`src/rtl/sysid_check_ctrl.sv`:
```
// sysid_check_ctrl
// Reads the Avalon-MM sysid slave (address 0 = system ID, address 1 = build
// timestamp). It then compares both words with the expected parameters and
// reports a verdict.
//
// Ports
//   clock            single clock, rising edge
//   reset            asynchronous active-high reset
//   start            single-cycle request to run a check sequence
//   avm_address      read address (0 = ID, 1 = timestamp), registered
//   avm_read         read strobe, registered
//   avm_waitrequest  slave stall
//   avm_readdata     slave read data
//   busy             a sequence is in progress
//   done             sequence finished, held until next start or reset
//   pass             done with err_code == 0
//   err_code         0 ok, 1 ID mismatch, 2 timestamp mismatch, 3 timeout
//   id_value         last captured ID word
//   ts_value         last captured timestamp word
module sysid_check_ctrl #(
  parameter logic [31:0] EXPECTED_ID = 32'd0,
  parameter logic [31:0] EXPECTED_TS = 32'd1479449597,
  parameter bit          AUTO_START  = 1'b1,
  parameter int          TIMEOUT     = 255
) (
  input  logic        clock,
  input  logic        reset,
  input  logic        start,
  output logic        avm_address,
  output logic        avm_read,
  input  logic        avm_waitrequest,
  input  logic [31:0] avm_readdata,
  output logic        busy,
  output logic        done,
  output logic        pass,
  output logic [1:0]  err_code,
  output logic [31:0] id_value,
  output logic [31:0] ts_value
);

  typedef enum logic [2:0] {IDLE, RD_ID, RD_TS, CHECK, DONE} state_t;

  // Give up on the edge where the counter would reach TIMEOUT.
  localparam logic [7:0] TIMEOUT_LAST = 8'(TIMEOUT - 1);

  state_t      state;
  state_t      next_state;
  logic        auto_pending;
  logic [7:0]  wait_cnt;
  logic        in_read;
  logic        timeout_hit;

  assign in_read     = (state == RD_ID) || (state == RD_TS);
  assign timeout_hit = in_read && avm_waitrequest && (wait_cnt == TIMEOUT_LAST);

  // State register.
  always_ff @(posedge clock or posedge reset) begin
    if (reset) begin
      state <= IDLE;
    end else begin
      state <= next_state;
    end
  end

  // Next-state logic. Auto-start and an explicit start in IDLE both
  // lead to the same single transition. A start while busy is not
  // looked at.
  always_comb begin
    next_state = state;
    case (state)
      IDLE:    if (start || auto_pending) next_state = RD_ID;
      RD_ID:   if (!avm_waitrequest) next_state = RD_TS;
               else if (timeout_hit) next_state = DONE;
      RD_TS:   if (!avm_waitrequest) next_state = CHECK;
               else if (timeout_hit) next_state = DONE;
      CHECK:   next_state = DONE;
      DONE:    if (start) next_state = RD_ID;
      default: next_state = IDLE;
    endcase
  end

  // Datapath and registered bus outputs.
  // The bus strobes are derived from next_state. They therefore change
  // only on state transitions and stay constant while the slave stalls.
  // auto_pending is armed by reset and consumed by the first edge after
  // reset is released.
  always_ff @(posedge clock or posedge reset) begin
    if (reset) begin
      auto_pending <= AUTO_START;
      wait_cnt     <= 8'd0;
      id_value     <= 32'd0;
      ts_value     <= 32'd0;
      err_code     <= 2'd0;
      avm_read     <= 1'b0;
      avm_address  <= 1'b0;
    end else begin
      auto_pending <= 1'b0;
      avm_read     <= (next_state == RD_ID) || (next_state == RD_TS);
      avm_address  <= (next_state == RD_TS);

      if ((next_state != state) && ((next_state == RD_ID) || (next_state == RD_TS))) begin
        wait_cnt <= 8'd0;
      end else if (in_read && avm_waitrequest) begin
        wait_cnt <= wait_cnt + 8'd1;
      end

      if ((state == RD_ID) && !avm_waitrequest) id_value <= avm_readdata;
      if ((state == RD_TS) && !avm_waitrequest) ts_value <= avm_readdata;

      if (state == DONE && start) begin
        err_code <= 2'd0;
      end else if (timeout_hit) begin
        err_code <= 2'd3;
      end else if (state == CHECK) begin
        if (id_value != EXPECTED_ID)      err_code <= 2'd1;
        else if (ts_value != EXPECTED_TS) err_code <= 2'd2;
        else                              err_code <= 2'd0;
      end
    end
  end

  // Status outputs decode directly from the state. Reset therefore
  // clears them without waiting for a clock edge.
  always_comb begin
    busy = (state == RD_ID) || (state == RD_TS) || (state == CHECK);
    done = (state == DONE);
    pass = (state == DONE) && (err_code == 2'd0);
  end

endmodule

```
`config.mk`:
```
export PLATFORM = sky130hd
export DESIGN_NAME = sysid_check_ctrl
export DESIGN_NICKNAME = d
export VERILOG_FILES = /design/src/rtl/sysid_check_ctrl.sv
export SDC_FILE = /design/constraint.sdc
export NUM_CORES = 1
export LEC_CHECK = 0
export BUFFER_PORTS_ARGS = -buffer_cell sky130_fd_sc_hd__buf_2
export CORE_ASPECT_RATIO = 0.75
export CORE_MARGIN = 2
export CORE_UTILIZATION = 39
export CTS_CLUSTER_SIZE = 20
export DETAILED_ROUTE_END_ITERATION = 8
export PLACE_DENSITY = 0.66
export SYNTH_ARGS = -nofsm -noshare
export SYNTH_HDL_FRONTEND = slang
export SYNTH_SLANG_ARGS = --single-unit
```
`constraint.sdc`:
```
create_clock -name clock -period 2.5 [get_ports clock]
set_clock_uncertainty 0.05 [all_clocks]
set_input_delay 0.625 -clock clock [delete_from_list [all_inputs] [get_ports clock]]
set_output_delay 0.625 -clock clock [all_outputs]
set_load 0.02 [all_outputs]
```
# After elaboration in Yosys (flattened, before gate mapping)
# Cells that the tools add are included.
[totals]
in_bits = 36
ramBits = 0
regBits = 80
mem_bits_ro = 0
latchBits = 0
memories = 0
wordCells = 48
[classes]
n_reduce_logical = 17
n_addsub = 1
mux = 13
mul = 0
shift = 0
n_eq_ne = 9
bitwise_logic = 0
div_mod_pow = 0
n_lt_le_gt_ge = 0
[op_table]
columns = ["op", "n"]
rows = [
  ["$ne 32x31->1 const B", 1],
  ["$reduce_bool 32->1", 1],
  ["$mux 8", 2],
  ["$mux 3", 5],
  ["$pmux 3 s5", 1],
  ["$mux 2", 5],
  ["$eq 3x2->1 const B", 3],
  ["$add 8x1->8 const B", 1],
  ["$eq 8x8->1 const B", 1],
  ["$logic_and 1x1->1", 7],
  ["$eq 3x1->1 const B", 2],
  ["$logic_or 1x1->1", 4],
  ["$eq 3x3->1 const B", 1],
  ["$logic_not 3->1", 1],
  ["$ne 3x3->1", 1],
  ["$reduce_bool 3->1", 1],
  ["$logic_not 2->1", 1],
  ["$reduce_bool 2->1", 1],
  ["$logic_not 1->1", 1],
]

# Logic depth before layout (Yosys ltp)
[depth]
depth_word = 11
mapped_depth = 6
mapped_depth_nobuf = 6

# Worst setup path before layout
# No wires, ideal clock.
[synth_timing]
kind = "register to output"
from = "reg state[0]"
to = "out pass"
path_stages_with_launch = 5
path_buffers = 1
slack_ps = 560
required_time_ps = 1825
arrival_time_ps = 1265
cell_sequence = "dfrtp_1 buf_4 nor2_1 nand2_1 nor3_1"
[synth_via]
elab_chain_cells = 2
[synth_lines]
columns = ["item", "line", "rtl"]
rows = [
  ["from (decl)", "46", "state_t state;"],
  ["from (signal assigned)", "61", "state <= next_state;"],
  ["$eq 3x3->1", "127", "pass = (state == DONE) && (err_code == 2'd0);"],
  ["$logic_and 1x1->1", "127", ""],
  ["to (decl)", "35", "output logic pass,"],
]
# Every way passes these cells.

# Worst setup path in the final report
# Same ends and word-level chain as after synthesis.

==> results.sh <==
export IMPL_vdd_drop_max_mv=0.702
export IMPL_path_max_fanout=11
export IMPL_die_w_um=112
export IMPL_crit_arrival_ns=1.63
export IMPL_min_period_ns=2.30
export IMPL_path_class="reg -> out"
export IMPL_power_switching_mw=2.50
export IMPL_cpPeakStageDelay_ns=0.56
export IMPL_synth_edf_count=0
export IMPL_viasPerCell=5.07
export IMPL_clock_sinks=80
export IMPL_antenna_found_initial=0
export IMPL_cts_tree="yes"
export IMPL_pwr_share_comb_pct=40.9
export IMPL_ys_flop_type="dfrtp_1"
export IMPL_swShare_pct=39.6
export IMPL_fin_util_pct=51.8
export IMPL_rows=29
export IMPL_cts_buffers=9
export IMPL_synth_net_count=287
export IMPL_die_area_um2=9520
export IMPL_drive_gt1_share_pct=51.8
export IMPL_overflow=0
export IMPL_layout_nets=399
export IMPL_ctsResizeCount=0
export IMPL_drtPass1Iterations=4
export IMPL_cpMaxStageDelayCell="dfrtp_1"
export IMPL_area_growth_pct=28.8
export IMPL_worstPathCellList="nor2_1, nand2_1, nor3_1, buf_2"
export IMPL_worst_endpoint_required_ns=1.82
export IMPL_syn_inst=249
export IMPL_final_period_utilization_pct=92.1
export IMPL_status="completed"
export IMPL_core_area_um2=8490
export IMPL_max_cap_viol_count=0
export IMPL_dpl_hpwl_um=5630
export IMPL_drtIter0Drc=102
export IMPL_wire_per_inst_um=17.0
export IMPL_finalHoldViolations=0
export IMPL_ctsLongestPathBuffers=2
export IMPL_seqPwrFrac_pct=38.4
export IMPL_setup_viol=0
export IMPL_cts_root_buf="clkbuf_16"
export IMPL_avgSynthCellArea_um2=13.7
export IMPL_clock_latency_ns=0.33
export IMPL_powerDensity_nw_per_um2=1430
export IMPL_clkTransAtPathRegs_ns=0.06
export IMPL_gp_congestion=0.804
export IMPL_async_reset_ff_share_pct=100
export IMPL_die_h_um=85.0
export IMPL_cts_setup_buffers=0
export IMPL_grt_usage_pct=17.7
export IMPL_num_io_pins=107
export IMPL_multi_input_area_um2=1340
export IMPL_yosysWarnings=0
export IMPL_drc=0
export IMPL_grt_pass1_wl_um=13300
export IMPL_hp_class="in -> async"
export IMPL_regArea_um2=2000
export IMPL_ys_ff_latch=80
export IMPL_postCtsHoldBufs=0
export IMPL_synth_area_um2=3410
export IMPL_place_port_buffers=106
export IMPL_fin_setup_tns_ns=0
export IMPL_power_leakage_nw=2.04
export IMPL_num_vias=2399
export IMPL_maxSlewViolCount=0
export IMPL_setup_worst_path_end_class="primary output"
export IMPL_n_fill_cell=773
export IMPL_rsz0062_at_grt="no"
export IMPL_ys_types=41
export IMPL_h_tree_depth=3
export IMPL_start_util_pct=40.2
export IMPL_worstSetupStartpointType="flip-flop"
export IMPL_p_total_mw=6.30
export IMPL_grt_max_degree=81
export IMPL_power_frac_clock_pct=20.6
export IMPL_first_global_vias=2482
export IMPL_p_int_mw=3.80
export IMPL_ant_nets=0
export IMPL_seq_area_frac_synth_pct=58.7
export IMPL_wirelength_um=8040
export IMPL_antenna_cells=0
export IMPL_max_freq_mhz=434
==> layer usage <==
layer / track usage, % / vias to the layer above / routed length [µm]
met1: 25.6 / 1188 / 3890
met4: 3.33 / 0 / 34
met2: 26.5 / 73 / 3620
met5: 0 / - / 0
met3: 6.00 / 4 / 494
li1: - / 1134 / -
==> path summary, 6_finish.rpt <==
| check | start | endpoint | slack (ns) | cells after the start |
|---|---|---|---|---|
| max | state[0]$_DFF_PP0_ | pass | 0.20 | 4 |
| min | reset | id_value[23]$_DFFE_PP0P_ | 0.34 | 3 |
| max reg2reg | ts_value[16]$_DFFE_PP0P_ | err_code[1]$_DFFE_PP0P_ | 0.68 | 4 |
| min reg2reg | ts_value[19]$_DFFE_PP0P_ | ts_value[19]$_DFFE_PP0P_ | 0.45 | 1 |
| max in group asynchronous | reset | auto_pending$_DFF_PP1_ | 1.67 | 3 |
| min in group clock | ts_value[19]$_DFFE_PP0P_ | ts_value[19]$_DFFE_PP0P_ | 0.45 | 1 |
==> cells in the final DEF, fill, tap and decap left out, types with 2 or more instances in the layout <==
master and n:
o21ai_0 4, clkbuf_16 9, ha_1 2, and3_1 2
nor4_1 9, and2_1 2, dfrtp_1 79, and4_1 2
nand4_1 9, buf_12 3, nor4b_1 2, clkinvlp_4 3
buf_4 2, nand4b_1 2, nand3b_1 2, nor2b_1 2
mux2_1 5, mux2_2 59, nand3_1 3, a31oi_1 2
or3_1 2, inv_1 3, nand2_1 7, a21oi_1 4
buf_2 106, nand2b_1 4, nor2_1 10, nor3_4 2
xor2_1 5
==> state kept, by name, summed over array words and instances (netlist names) <==
register and cells:
auto_pending 1, avm_address 1, avm_read 1, err_code 2
id_value 32, state 3, ts_value 32, wait_cnt 8
==> per-stage QoR <==
step / cell area [µm²] / setup WS (ns) / instances / hold WS (ns)
after floorplan: 3420 / 0.560 / 249 / 0.448
final: 4400 / 0.197 / 473 / 0.337
after global placement: 4100 / 0.559 / 458 / 0.437
after detailed placement: 4100 / 0.544 / 458 / 0.448
after CTS: 4400 / 0.192 / 473 / 0.379
after global routing: 4400 / 0.0538 / 473 / 0.387
==> worst max-delay path: cells and delay by family (launching register included) <==
family	cells	cell delay [ns]
buffers and inverters	1	0.19
flip-flops	1	0.56
AND/OR/NAND/NOR	3	0.56
==> synthesized netlist by cell type, drive strengths merged (4+ instances only) <==
cell,count,area share (%)
a21oi,4,0.59
buf,10,1.7
dfrtp,79,58
inv,4,0.44
mux2,64,21
nand2,7,0.77
nand2b,4,0.73
nand4,9,1.6
nor2,10,1.1
nor4,9,1.6
o21ai,4,0.59
xor2,6,2.1
==> final cells by class <==
class / instances / share of cell area (%)
inverter: 4 / 0.427
sequential: 80 / 45.6
clock buffer: 11 / 5.52
timing repair buffer: 111 / 13.8
tap: 108 / 3.07
multi-input combinational: 155 / 30.4
clock inverter: 4 / 1.22
==> power groups by stage <==
stage / logic, mW / registers, mW / clock network [mW]
after floorplan: 1.12 / 2.96 / 0
after global placement: 2.54 / 2.43 / 0
after detailed placement: 2.60 / 2.43 / 0
after CTS: 2.61 / 2.42 / 1.33
after global routing: 2.77 / 2.52 / 1.40
final: 2.58 / 2.42 / 1.30
==> logic make-up (layout without fill, tap and decap cells) <==
kind of cell,Yosys count,in the layout,synth area share (%)
and+or+nand+nor,66,66,12.2
xor gates and xnor gates,7,7,2.35
other,1,1,0.110
muxes,64,64,21.1
buffers and inverters,14,130,2.13
AOI/OAI and AO/OA,15,15,2.68
DFF,80,80,58.7
adders and majority gates,2,2,0.733
Power figures use the tool's default switching activity.
